$ cat src/rtl/inst_fetch_stage.sv
// Instruction fetch stage: registered PC drives the instruction pads, returned words
// land in a 2-entry skid FIFO that presents {pc, inst} to decode with a valid/stall handshake.
module inst_fetch_stage #(
    parameter int                ADDR_W   = 4,
    parameter int                INST_W   = 16,
    parameter logic [ADDR_W-1:0] RESET_PC = {ADDR_W{1'b0}}
) (
    input  logic              clk,
    input  logic              rst,
    output logic [ADDR_W-1:0] inst_addr,
    input  logic [INST_W-1:0] inst_data,
    input  logic              stall,
    input  logic              redirect_valid,
    input  logic [ADDR_W-1:0] redirect_target,
    output logic              if_valid,
    output logic [INST_W-1:0] if_inst,
    output logic [ADDR_W-1:0] if_pc
);

    logic [ADDR_W-1:0] pc_r;
    logic              req_r;
    logic [ADDR_W-1:0] req_pc_r;
    logic [1:0]        count_r;
    logic              if_valid_r;
    logic [ADDR_W-1:0] head_pc_r;
    logic [INST_W-1:0] head_inst_r;
    logic [ADDR_W-1:0] tail_pc_r;
    logic [INST_W-1:0] tail_inst_r;

    logic              pop_s;
    logic              push_s;
    logic              issue_s;
    logic [2:0]        occ_s;
    logic [1:0]        wr_idx_s;
    logic [1:0]        count_nxt_s;

    // Handshake decode: pop, push, issue throttle and next FIFO occupancy.
    always_comb begin
        pop_s    = if_valid_r & ~stall;
        push_s   = req_r & ~redirect_valid;
        // Occupancy after this edge if the in-flight word lands; issue only while it stays below 2.
        occ_s    = {1'b0, count_r} - {2'b00, pop_s} + {2'b00, req_r};
        issue_s  = ~redirect_valid & (occ_s < 3'd2);
        wr_idx_s = count_r - {1'b0, pop_s};
        if (redirect_valid) begin
            count_nxt_s = 2'd0;
        end else begin
            count_nxt_s = count_r - {1'b0, pop_s} + {1'b0, push_s};
        end
    end

    // PC and in-flight request tracking; a redirect overrides everything else.
    always_ff @(posedge clk or negedge rst) begin
        if (!rst) begin
            pc_r     <= RESET_PC;
            req_r    <= 1'b0;
            req_pc_r <= {ADDR_W{1'b0}};
        end else if (redirect_valid) begin
            pc_r     <= redirect_target;
            req_r    <= 1'b0;
            req_pc_r <= req_pc_r;
        end else if (issue_s) begin
            pc_r     <= pc_r + {{(ADDR_W-1){1'b0}}, 1'b1};
            req_r    <= 1'b1;
            req_pc_r <= pc_r;
        end else begin
            pc_r     <= pc_r;
            req_r    <= 1'b0;
            req_pc_r <= req_pc_r;
        end
    end

    // Skid FIFO storage: head is always entry 0, tail shifts forward on a pop from full.
    always_ff @(posedge clk or negedge rst) begin
        if (!rst) begin
            count_r     <= 2'd0;
            if_valid_r  <= 1'b0;
            head_pc_r   <= {ADDR_W{1'b0}};
            head_inst_r <= {INST_W{1'b0}};
            tail_pc_r   <= {ADDR_W{1'b0}};
            tail_inst_r <= {INST_W{1'b0}};
        end else begin
            count_r    <= count_nxt_s;
            if_valid_r <= (count_nxt_s != 2'd0);
            if (pop_s && (count_r == 2'd2)) begin
                head_pc_r   <= tail_pc_r;
                head_inst_r <= tail_inst_r;
            end
            if (push_s) begin
                if (wr_idx_s == 2'd0) begin
                    head_pc_r   <= req_pc_r;
                    head_inst_r <= inst_data;
                end else begin
                    tail_pc_r   <= req_pc_r;
                    tail_inst_r <= inst_data;
                end
            end
        end
    end

    assign inst_addr = pc_r;
    assign if_valid  = if_valid_r;
    assign if_inst   = head_inst_r;
    assign if_pc     = head_pc_r;

    a_count_range: assert property (@(posedge clk) disable iff (!rst) count_r <= 2'd2);
    a_no_overflow: assert property (@(posedge clk) disable iff (!rst)
                                    !(push_s && (count_r == 2'd2) && !pop_s));

endmodule
$ cat config.mk
export PLATFORM = sky130hd
export DESIGN_NAME = inst_fetch_stage
export DESIGN_NICKNAME = d
export VERILOG_FILES = /design/src/rtl/inst_fetch_stage.sv
export SDC_FILE = /design/constraint.sdc
export NUM_CORES = 1
export LEC_CHECK = 0
export CELL_PAD_IN_SITES_DETAIL_PLACEMENT = 1
export CELL_PAD_IN_SITES_GLOBAL_PLACEMENT = 2
export CORE_MARGIN = 2
export CORE_UTILIZATION = 35
export DETAILED_ROUTE_END_ITERATION = 8
export GPL_ROUTABILITY_DRIVEN = 0
export PLACE_DENSITY = 0.87
export REMOVE_ABC_BUFFERS = 1
export SLEW_MARGIN = 20
export SYNTH_ARGS = -nofsm -noshare
export SYNTH_HDL_FRONTEND = slang
export SYNTH_SLANG_ARGS = --single-unit
$ cat constraint.sdc
create_clock -name clk -period 2.9 [get_ports clk]
set_input_delay 0.29 -clock clk [delete_from_list [all_inputs] [get_ports clk]]
set_output_delay 0.29 -clock clk [all_outputs]
set_load 0.05 [all_outputs]
* After elaboration in Yosys (flattened, before gate mapping)
Cells that the tools add are included.
** Storage, ports and cells
- Output and inout port bits :: 25
- Flip-flop bits (word level) :: 52
- Input port bits :: 24
- Word-level logic and storage cells :: 39
** Cells by class
- Order comparisons :: 1
- Equality and inequality tests :: 1
- Muxes and demuxes :: 11
- Bitwise gates (word level) :: 6
- Reduce and logical (&&, ||, !) cells :: 6
- $add $sub $neg :: 5
** Operators with widths (count)
- two-way mux 16 bit :: 3
- two-way mux 4 bit :: 5
- adder 4 x 1 -> 4 bit, second input constant :: 1
- AND reduction 2 bit :: 2
- nonzero test 2 bit :: 2
- adder 3 x 1 -> 3 bit :: 1
- AND 1 bit :: 3
- less-than comparator 3 x 2 -> 1 bit, second input constant :: 1
- NOT 1 bit :: 3
- subtractor 2 x 1 -> 3 bit :: 1
- adder 2 x 1 -> 2 bit :: 1
- equality test 2 bit, second input constant :: 1
- zero test 2 bit :: 1
- two-way mux 1 bit :: 2
- two-way mux 2 bit :: 1
- subtractor 2 x 1 -> 2 bit :: 1
- logical AND 1 bit :: 1

* Longest topological paths before layout
- Depth in word-level cells :: 8
- Depth in mapped cells :: 8
- Depth with buffers taken out :: 8

* Worst setup path before layout
Ideal clock, no wire load.
- Path kind :: register to register
- Start point :: register if_valid_r (netlist: if_valid)
- End point :: register req_pc_r[0]
- Arrival time :: 2.362 ns
- Setup time :: 0.125 ns
- Path buffers :: 0
- Period minus slack after synthesis :: 2.487 ns
- Stages on the path, launching flop included :: 9
- Required time :: 2.775 ns
- Setup slack :: 0.413 ns
- Cells stage by stage :: dfrtp_1 > nand2b_4 > xnor2_2 > nand2_1 > fa_1 > xor2_1 > nand2b_1 > nor2_2 > mux2_2
** On the way
- Longest elaborated chain between the ends :: 6
** RTL lines
- start, declared :: RTL line 24 : logic if_valid_r;
- start signal, assigned :: RTL line 84 : if_valid_r <= (count_nxt_s != 2'd0);
- AND 1 bit :: RTL line 39 : pop_s = if_valid_r & ~stall;
- subtractor 2 x 1 -> 3 bit :: RTL line 42 : occ_s = {1'b0, count_r} - {2'b00, pop_s} + {2'b00, req_r};
- adder 3 x 1 -> 3 bit :: RTL line 42
- less-than comparator 3 x 2 -> 1 bit :: RTL line 43 : issue_s = ~redirect_valid & (occ_s < 3'd2);
- AND 1 bit :: RTL line 43
- AND reduction 2 bit (no source line)
- end signal, assigned :: RTL line 57 : req_pc_r <= {ADDR_W{1'b0}};
- end signal, assigned :: RTL line 61 : req_pc_r <= req_pc_r;
- end signal, assigned :: RTL line 65 : req_pc_r <= pc_r;
- end, declared :: RTL line 22 : logic [ADDR_W-1:0] req_pc_r;
No other way between the ends.
A chain may end at the register's enable or synchronous reset.

* Worst setup path after layout
- Start point :: input port stall
- End point :: register req_pc_r[1]
** On the way
- Longest elaborated chain between the ends :: 7
** RTL lines
- start, declared :: RTL line 12 : input logic stall,
- NOT 1 bit :: RTL line 39
- AND 1 bit :: RTL line 39
- subtractor 2 x 1 -> 3 bit :: RTL line 42
- adder 3 x 1 -> 3 bit :: RTL line 42
- less-than comparator 3 x 2 -> 1 bit :: RTL line 43
- AND 1 bit :: RTL line 43
- AND reduction 2 bit (no source line)
No other way between the ends.

==> results.py <==
metrics = {
    "run_status": {
        "status": "finished clean",
    },
    "clock_tree": {
        "postCtsSetupRepairBufs": 0,
        "htree_levels": 2,
        "cts_tree": "built",
        "cts_buffers": 5,
        "clock_latency_ps": 300,
        "clkSlewWorstSetupHoldPaths_ps": 90,
        "cts.sinks": 52,
        "ctsResizeCount": 0,
        "postCtsHoldBufs": 1,
        "clk_path_buf_depth": 2,
        "cts_root_buffer": "clkbuf_8",
    },
    "sta": {
        "tightestPinTransition_ps": 591,
        "whs_ps": 513,
        "fin_crit_sh_pct": 83.8,
        "fmax_ghz": 0.411,
        "finalSetupViolations": 0,
        "finalWorstPathRequiredPeriod_ps": 2430,
        "setup_tns_ps": 0,
        "final_hold_viol_count": 0,
        "slew_viol_final": 0,
        "rsz0062_at_grt": "no",
        "relSlewSlack_pct": 60.6,
        "clock_skew_ps": 10.5,
    },
    "yosys": {
        "synth-seq-cells": 52,
        "async_flop_share_pct": 100,
        "yosys_most_used_dff": "dfrtp_1",
        "ys.warnings.count": 0,
        "synth.most_common_cell": "dfrtp_1",
        "synth_edf_count": 0,
        "syn_avg_cell_area_um2": 15.2,
        "synth_top_area_cell": "dfrtp_1",
        "synth_top_area_share_pct": 53.8,
        "synthTopCellsByArea": "dfrtp_1, mux2_2, mux2_4, ha_1, xor2_1",
        "yosys.cell_types.count": 27,
        "seq_area_frac_synth_pct": 53.8,
        "ys_top_cells_by_count": "dfrtp_1, mux2_2, mux2_4, nand2_1, nor2_1",
        "synthCells": 159,
        "synthesis.area_um2": 2420,
    },
    "run": {
        "max_cap_viol_count": 0,
    },
    "grt": {
        "grt_pass1_wl_um": 7790,
        "antenna_found_initial": 0,
        "grt_max_degree": 28,
        "grt.busiest_layer": "met2",
        "met1_usage_pct": 18.1,
        "met3_usage_pct": 3.41,
        "use_met2_pct": 20.8,
        "overflow": 0,
        "grt_pass1_vias": 1606,
        "grt_usage_pct": 13.2,
    },
    "pwr": {
        "finalPower_uw": 3780,
        "leakage_uw": 0.00133,
        "p_per_area_nw_per_um2": 1220,
        "ir_drop_mv": 0.388,
    },
    "critical_path": {
        "arrival_ps": 2620,
        "startpoint_type": "input port",
        "crit_fanout": 5,
        "endpoint_kind": "register",
        "crit_required_ps": 3090,
        "path_class": "input port to register",
    },
    "final_layout": {
        "n_antenna_cell": 0,
        "nets": 240,
        "multi_input_area_um2": 1070,
        "nFillCells": 697,
        "ff_latch_area_um2": 1300,
        "drive_gt1_share_pct": 39.0,
        "syn_to_final_growth_pct": 28.5,
    },
    "route": {
        "via_per_inst": 4.87,
        "dr.first_iter.drc_count": 20,
        "drtPass1Iterations": 2,
        "antenna_left": 0,
        "finalWirelength_um": 4450,
        "drc": 0,
        "detail_route.wl_per_cell_um": 15.2,
        "vias": 1426,
    },
    "floorplan": {
        "core_area_um2": 6760,
        "fp.dieH_um": 87.2,
        "row_count": 30,
        "num_io_pins": 49,
        "die_area_um2": 7600,
        "initial_core_util_pct": 35.8,
        "die_w_um": 87.2,
    },
    "placement": {
        "place_hpwl_um": 3090,
        "port_buffers": 48,
    },
    "hold_path": {
        "min_path_type": "input port to asynchronous set/reset pin",
    },
}
## area by class of cell
| type | count | area share [%] |
|---|---|---|
| inverter | 2 | 0.241 |
| clock inverter | 3 | 0.684 |
| multi-input combinational | 98 | 34.4 |
| tap | 80 | 3.22 |
| sequential | 52 | 41.8 |
| timing repair buffer | 53 | 17.4 |
| clock buffer | 5 | 2.21 |
## kinds of logic after synthesis
family	share of synthesized area, %
buffers and inverters	2.43
AND/OR/NAND/NOR	4.24
flip-flops	53.8
adder cells (fa/ha/maj)	2.38
multiplexers	33.8
XOR/XNOR	2.48
AO/OA/AOI/OAI	0.931
## layout by cell type, fill, tap and decap left out, drive strengths merged, types with 2 or more instances in the layout
cell / count
mux2: 65
dfrtp: 52
clkdlybuf4s50: 47
nand2: 5
clkbuf: 5
nor2: 5
buf: 5
xor2: 3
o21ai: 3
ha: 3
inv: 3
xnor2: 3
nor2b: 2
nand2b: 2
## state kept, by name, summed over array words and instances (netlist names)
signal       flops
count_r          2
if_inst         16
if_pc            4
if_valid         1
inst_addr        4
req_pc_r         4
req_r            1
tail_inst_r     16
tail_pc_r        4
## path summary, 6_finish.rpt
path	slack, ps	cells past startpoint	start	end
max	470	9	stall	req_pc_r[1]
min	510	2	rst	tail_inst_r[8]
max reg2reg	530	8	if_valid	req_pc_r[1]
min reg2reg	520	1	tail_inst_r[12]	tail_inst_r[12]
max in group asynchronous	1620	3	rst	req_pc_r[2]
min in group clk	520	1	tail_inst_r[12]	tail_inst_r[12]
## stage by stage
step,setup slack [ps],util [%],cells,instance area [um2]
detailed placement,101,44.6,284,3010
global route,321,46.0,293,3110
CTS,438,46.0,293,3110
finish,470,46.0,293,3110
floorplan,-83.6,-,152,2370
global placement,162,44.6,284,3010
## report_power, final
group | switching, uW | total (uW) | internal (uW)
Combinational | 1060 | 2050 | 995
Sequential | 227 | 1310 | 1090
Clock | 244 | 415 | 172
Total | 1530 | 3780 | 2250
## critical path, cell delays in order
cell and delay [ps]:
clkdlybuf4s50_1 390, nand2b_4 160, xnor2_2 270, nand2_1 120
fa_1 410, xor2_1 170, nand2b_1 220, nor2_2 220
mux2_2 370
## metal layers
metal / vias up / wire, um
li1: 657 / -
met1: 733 / 2100
met2: 33 / 2120
met3: 3 / 199
met4: 0 / 27
met5: - / 0
No activity file was read; power rests on OpenSTA's default activity.
